[config.mk]
export PLATFORM = sky130hd
export DESIGN_NAME = hazard_scoreboard
export DESIGN_NICKNAME = d
export VERILOG_FILES = /design/src/rtl/hazard_scoreboard.sv
export SDC_FILE = /design/constraint.sdc
export NUM_CORES = 1
export LEC_CHECK = 0
export BUFFER_PORTS_ARGS = -buffer_cell sky130_fd_sc_hd__buf_2
export CORE_MARGIN = 2
export CORE_UTILIZATION = 50
export CTS_CLUSTER_DIAMETER = 120
export CTS_CLUSTER_SIZE = 12
export DETAILED_ROUTE_END_ITERATION = 12
export PLACE_DENSITY = 0.76
export SLEW_MARGIN = 10
export SYNTH_ARGS = -nofsm -noshare
export SYNTH_HDL_FRONTEND = slang
export SYNTH_SLANG_ARGS = --single-unit
[constraint.sdc]
create_clock -name CLK -period 10.4 [get_ports CLK]
set_clock_uncertainty 0.2 [all_clocks]
set_input_delay 0 -clock CLK [delete_from_list [all_inputs] [get_ports CLK]]
set_output_delay 0 -clock CLK [all_outputs]
set_load 0.02 [all_outputs]
[src/rtl/hazard_scoreboard.sv]
// hazard_scoreboard: per-register latency scoreboard that picks regfile read, forward or stall
// for each decode source operand. Forwarding path is enabled by defining HAZARD_FWD_EN.
module hazard_scoreboard #(
  parameter int REG_W     = 5,
  parameter int NSRC      = 2,
  parameter int LAT_W     = 3,
  parameter int FWD_DEPTH = 2
) (
  input  logic                    CLK,
  input  logic                    RST,
  input  logic                    issue_valid,
  input  logic                    issue_kill,
  input  logic [REG_W-1:0]        issue_wsel,
  input  logic [LAT_W-1:0]        issue_lat,
  input  logic [NSRC*REG_W-1:0]   rsel,
  input  logic [NSRC-1:0]         rvalid,
  output logic                    stall,
  output logic [NSRC*LAT_W-1:0]   fwd_sel,
  output logic [15:0]             stall_cnt
);

  localparam int NREGS = 2**REG_W;

`ifdef HAZARD_FWD_EN
  localparam int FWD_LIM = FWD_DEPTH;
`else
  // Without forwarding every pending result stalls; FWD_DEPTH has no effect.
  localparam int FWD_LIM = 0 * FWD_DEPTH;
`endif

  logic [LAT_W-1:0] pend [NREGS];
  logic [LAT_W-1:0] src_cnt;
  logic [NSRC-1:0]  raw_hit;
  logic             waw_hit;
  logic             issue_fire;

  // Counts above FWD_LIM stall; fwd_sel shows the count clamped to FWD_LIM.
  always_comb begin
    raw_hit = '0;
    fwd_sel = '0;
    src_cnt = '0;
    for (int i = 0; i < NSRC; i++) begin
      src_cnt = pend[rsel[i*REG_W +: REG_W]];
      if (rvalid[i] && (rsel[i*REG_W +: REG_W] != '0)) begin
        if (int'(src_cnt) > FWD_LIM) begin
          raw_hit[i]                 = 1'b1;
          fwd_sel[i*LAT_W +: LAT_W]  = LAT_W'(FWD_LIM);
        end else begin
          fwd_sel[i*LAT_W +: LAT_W]  = src_cnt;
        end
      end
    end
  end

  // A zero latency is a no-write, so it neither loads nor raises a WAW hazard.
  assign waw_hit    = issue_valid && !issue_kill && (issue_wsel != '0) &&
                      (issue_lat != '0) && (issue_lat <= pend[issue_wsel]);
  assign stall      = (|raw_hit) | waw_hit;
  assign issue_fire = issue_valid && !issue_kill && !stall &&
                      (issue_wsel != '0) && (issue_lat != '0);

  always_ff @(posedge CLK) begin
    if (RST) begin
      for (int r = 0; r < NREGS; r++) pend[r] <= '0;
      stall_cnt <= '0;
    end else begin
      for (int r = 0; r < NREGS; r++) begin
        if (r == 0)
          pend[r] <= '0;
        else if (issue_fire && (issue_wsel == REG_W'(r)))
          pend[r] <= issue_lat;
        else if (pend[r] != '0)
          pend[r] <= pend[r] - LAT_W'(1);
      end
      if (stall && (stall_cnt != 16'hFFFF))
        stall_cnt <= stall_cnt + 16'd1;
    end
  end

endmodule

**Word-level counts from Yosys, hierarchy flattened**

Memory sizes are Yosys's and may differ from the RTL's.
Index checks and enable logic that the tools add are counted.
W data, S select, Z words.

- Memory bits (writable): 96
- Word-level logic and storage cells: 503
- Register bits after elaboration: 16
- Output and inout bits: 23
- Input port bits: 24
- Memories kept: 1

- Magnitude comparators: 3
- Bitwise gates (word level): 64
- Equal/unequal tests: 32
- Reductions and logical operators: 79
- Muxes and demuxes: 291
- Add/subtract/negate cells: 32

Memory list:

| name | depth | width | rd ports | clocked after Yosys merged registers in | wr ports | line | RTL |
|---|---|---|---|---|---|---|---|
| pend | 32 | 3 | 34 | 0 | 32 | 31 | `logic [LAT_W-1:0] pend [NREGS];` |

Operator list:

| operator | number |
|---|---|
| $mux W1 | 224 |
| $mux W3 | 67 |
| $reduce_bool A3 Y1 | 32 |
| $sub A3 B1 Y3 const B | 31 |
| $eq A5 B5 Y1 const B | 16 |
| $or A1 B1 Y1 | 64 |
| $logic_and A1 B1 Y1 | 41 |
| $eq A5 B4 Y1 const B | 8 |
| $eq A5 B3 Y1 const B | 4 |
| $add A16 B1 Y16 const B | 1 |
| $ne A16 B16 Y1 const B | 1 |
| $reduce_bool A5 Y1 | 3 |
| $eq A5 B2 Y1 const B | 2 |
| $gt A3 B1 Y1 const B | 2 |
| $eq A5 B1 Y1 const B | 1 |
| $le A3 B3 Y1 | 1 |
| $logic_not A1 Y1 | 2 |
| $reduce_or A2 Y1 | 1 |

**Longest topological paths before layout**

- Depth after elaboration: 16
- Mapped depth: 20
- Mapped depth without buffers: 17

**Worst setup path after synthesis**

No wires, ideal clock.

- Path type: input-to-reg
- Start point: in issue_wsel[1]
- End point: mem pend[11][0] (enable)
- Slack: 5.866 ns
- Buffers on the path: 5
- Data arrival time: 3.957 ns
- Cell stages on the path: 18
- Setup time: 0.377 ns
- Required time: 9.823 ns
- Cell sequence: clkbuf_1 clkbuf_1 clkbuf_1 mux2i_1 o22ai_1 mux4_2 a211oi_1 a21oi_1 ha_1 nor2b_1 o21ai_0 a32oi_1 o221ai_1 nor3_4 nand3_2 buf_2 buf_2 o311ai_0

RTL lines:

| what | line | RTL |
|---|---|---|
| start, declared | 13 | `input logic [REG_W-1:0] issue_wsel,` |
| end, declared | 31 |  |

==> results summary <==
The run finished with clean final reports. The worst setup path is of the flop to flop kind. VDD sags by at most 0.000110 V. The count of buffers added on input and output ports is 40. Setup repair after global routing left no endpoint under its margin. 47 I/O pins were placed.

The post-synthesis instance area came out at 9240 um^2. The combined buffer and inverter count along the critical path came out at 0. The site row count is 49. The total count of max-transition violations in the final report came out at 0. The setup-violating endpoint count in the final report came out at 0. From synthesis to final layout, the design area changed by 6.75%.

The clock tree synthesis step divided the H-tree into 3 levels. The most used flip-flop cell after synthesis is sky130_fd_sc_hd__edfxtp_1. By area the synthesized netlist is led by sky130_fd_sc_hd__edfxtp_1, sky130_fd_sc_hd__ha_1, sky130_fd_sc_hd__mux4_2. The global-route wire length before repair is 37700 um. The number of enable flip-flop cells after synthesis came out at 93.

The average routed wire per standard cell came out at 20.2 um. The maximum single-stage delay on the critical path came out at 0.91 ns. The number of DRC violations after detailed-routing iteration 0 is 878. The part of the cycle the worst path needs came out at 51.0%. sky130_fd_sc_hd__edfxtp_1 is the most common cell in the netlist.

The post-synthesis sequential element count is 109. sky130_fd_sc_hd__edfxtp_1 takes more of the synthesized area than any other cell. The number of vias per cell after detailed routing is 6.44. The path class of the tightest hold or removal check is primary input to flop. The logic depth of the worst setup path including buffers is 12.

STA classifies the critical path startpoint as a flop. The worst-path maximum fanout came out at 24. The root buffer cell is sky130_fd_sc_hd__clkbuf_16. In this run the critical register-to-register path is captured at pend[11][1]. The routability congestion estimate from global placement came out at 0.924. The post-route DRC violation count is 0. The slew at the pin with the worst max-slew slack is 1.06 ns. The number of buffers created by CTS came out at 9.

The worst-case hold slack is 0.124 ns. The final instance area came out at 9860 um^2. The setup total negative slack came out at 0 ns.

The largest buffer count on any clock path is 2. The share of layout cells above drive strength 1 is 17.9%. The critical path starts at pend[7][0].

The die is 140 um wide. For this block, the via count after detailed routing is 7601. The achievable clock frequency came out at 188 MHz.

The total global routing overflow came out at 0. The initial antenna violation count came out at 1. The core footprint came out at 18000 um^2.

The number of global-route vias before repair is 7172. The aggregate global-route resource usage is 24.4%. The mean post-synth cell area came out at 9.78 um^2. The termination of the worst setup path is pend[11][1]. The relative max-transition margin is 28.8%. The placed wire-length estimate after detailed placement is 17000 um. In this run the critical register-to-register path is launched from pend[7][0]. The Yosys step of the flow raised 0 warnings.

The minimum setup slack among reg-to-reg paths is 5.09 ns. The clock sink count came out at 109. For the worst setup path, the data arrival time is 5.10 ns. The worst reg2reg path depth is 12. The static leakage is 0.00396 uW. The minimum clock period after layout is 5.31 ns. The initial core utilization came out at 51.2%.

The slowest stage of the critical path is the sky130_fd_sc_hd__o311ai_0 cell. The clock latency of the later-clocked register in the worst-skew pair is 0.37 ns. For this design the ratio of total power to cell area is 250 nW/um^2. The launch point of the worst hold path is issue_lat[2]. The number of instances in the synthesized netlist is 944. Once detail routing completed, the nets flagged for antenna violations numbered 0. The clock edge transition at the registers on the reported setup and hold paths is 0.07 ns. The share of the Yosys chip area taken by registers is 33.7%.

The cell family contributing the most delay on the critical path is compound AO/OA/AOI/OAI gates. For this run, asynchronously set or reset flops after synthesis account for 0%. The final number of hold-violating endpoints is 0.

Walking the worst path, the cells encountered are mux4_2, mux4_2, a211oi_1, a21oi_1, ha_1, nor2b_1, o21ai_0, a32oi_1, o221ai_1, nor3_4, nand3_2, o311ai_0. Summing all placed instances gives a cell area of 9510 um^2. The post-synthesis cell type count is 66. The sum of routed wire length over all layers is 23900 um.

The final design utilization came out at 54.7%. The floorplan step set the die height to 140 um. The final total power came out at 2470 uW. The cell type with the highest occurrence count on the critical path is sky130_fd_sc_hd__mux4_2.

In this run the biggest area consumer among cell types represents 30.2% of the synthesized area. The area of the die came out at 19600 um^2. The first detailed-routing pass took 6 iterations. By count the netlist is led by sky130_fd_sc_hd__edfxtp_1, sky130_fd_sc_hd__nor2_1, sky130_fd_sc_hd__inv_1, sky130_fd_sc_hd__ha_1, sky130_fd_sc_hd__nor3_1.

At the end of the flow, the number of nets in the layout was 1036. STA classifies the critical path endpoint as a flop. The number of maximum-capacitance constraint violations is 0. Entering global routing, the biggest net connects 67 pins. The critical path required time came out at 10.20 ns. TritonCTS built the clock tree.
==> cell type report <==
class / instances / area (um^2)
Antenna cell: 1 / 2.50
Clock buffer: 12 / 279
Clock inverter: 4 / 32.5
Fill cell: 1573 / 8170
Inverter: 75 / 282
Multi-Input combinational cell: 703 / 5590
Sequential cell: 109 / 3110
Tap cell: 229 / 287
Timing Repair Buffer: 48 / 270
==> worst register-to-register path: cells and delay by family (launching register included) <==
family | cells | cell delay, ns
AOI/OAI and AO/OA | 6 | 1.68
adders and majority gates | 1 | 0.19
DFF | 1 | 0.50
muxes | 2 | 0.99
and+or+nand+nor | 3 | 1.38
==> cell usage in the layout (no fill, tap or decap), types with 5 or more instances in the layout <==
| master | count |
|---|---|
| sky130_fd_sc_hd__nor2_1 | 91 |
| sky130_fd_sc_hd__mux2_1 | 10 |
| sky130_fd_sc_hd__nand2b_1 | 14 |
| sky130_fd_sc_hd__xnor2_1 | 7 |
| sky130_fd_sc_hd__and3_1 | 11 |
| sky130_fd_sc_hd__nand2_1 | 47 |
| sky130_fd_sc_hd__and2_1 | 11 |
| sky130_fd_sc_hd__edfxtp_1 | 93 |
| sky130_fd_sc_hd__buf_2 | 39 |
| sky130_fd_sc_hd__o211ai_1 | 6 |
| sky130_fd_sc_hd__or3_4 | 6 |
| sky130_fd_sc_hd__or4_1 | 5 |
| sky130_fd_sc_hd__o21ai_0 | 16 |
| sky130_fd_sc_hd__mux2_4 | 6 |
| sky130_fd_sc_hd__mux2_2 | 52 |
| sky130_fd_sc_hd__nor2b_1 | 38 |
| sky130_fd_sc_hd__ha_1 | 66 |
| sky130_fd_sc_hd__a311oi_1 | 5 |
| sky130_fd_sc_hd__dfxtp_1 | 16 |
| sky130_fd_sc_hd__nand3_1 | 21 |
| sky130_fd_sc_hd__a31oi_1 | 8 |
| sky130_fd_sc_hd__buf_4 | 6 |
| sky130_fd_sc_hd__mux2i_1 | 29 |
| sky130_fd_sc_hd__nand4_1 | 16 |
| sky130_fd_sc_hd__clkbuf_16 | 11 |
| sky130_fd_sc_hd__mux4_2 | 34 |
| sky130_fd_sc_hd__inv_1 | 75 |
| sky130_fd_sc_hd__a211oi_1 | 22 |
| sky130_fd_sc_hd__nor4b_1 | 5 |
| sky130_fd_sc_hd__or3_1 | 10 |
| sky130_fd_sc_hd__a21oi_1 | 26 |
| sky130_fd_sc_hd__conb_1 | 6 |
| sky130_fd_sc_hd__xor2_1 | 11 |
| sky130_fd_sc_hd__nor4_1 | 20 |
| sky130_fd_sc_hd__nor3_1 | 54 |
==> state kept, by name, indices dropped and copies added, names as in the netlist <==
name	cells
pend	93
stall_cnt	16
==> through the flow <==
stage,std cells,setup slack (ns)
after floorplan,949,5.87
after detailed placement,1161,4.95
after CTS,1180,5.17
after global placement,1161,5.11
final,1181,5.09
after global routing,1180,4.82
==> worst min-delay path by stage <==
stage	endpoint	slack [ns]	depth (start not counted)
2_1_floorplan	pend[22][2]	0.10	2
3_3_place_gp	stall_cnt[13]	0.25	2
3_5_place_dp	stall_cnt[5]	0.26	1
4_1_cts	pend[19][2]	0.11	3
5_1_grt	pend[19][2]	0.17	3
6_report	pend[19][2]	0.12	3
==> layer usage <==
metal	GRT usage [%]	share of wire [%]	vias to the layer above
met5	0	0	-
met4	11.1	3.3	0
met3	3.66	10	67
met2	38.8	47	435
met1	33.0	40	3612
li1	-	-	3487
==> report_power, final <==
part	switching, uW	internal [uW]	total [uW]
registers	220	730	950
logic	596	557	1150
clock network	168	194	362
==> cells by family after synthesis <==
kind of cell	synth area share (%)
compound gates	8.60
fa+ha+maj	8.94
mux	20.0
simple gates	21.0
buf+inv	5.99
other cells	0.0406
flops	33.7
xor+xnor	1.71
==> timing repair <==
| item | 4_1_cts | 5_1_grt |
|---|---|---|
| hold buffers | 3 | 0 |
| setup buffers | 0 | 0 |
| gates resized for setup | 0 | 0 |
| hold endpoints to repair | 10 | 0 |
No activity file was read; power rests on OpenSTA's default activity.
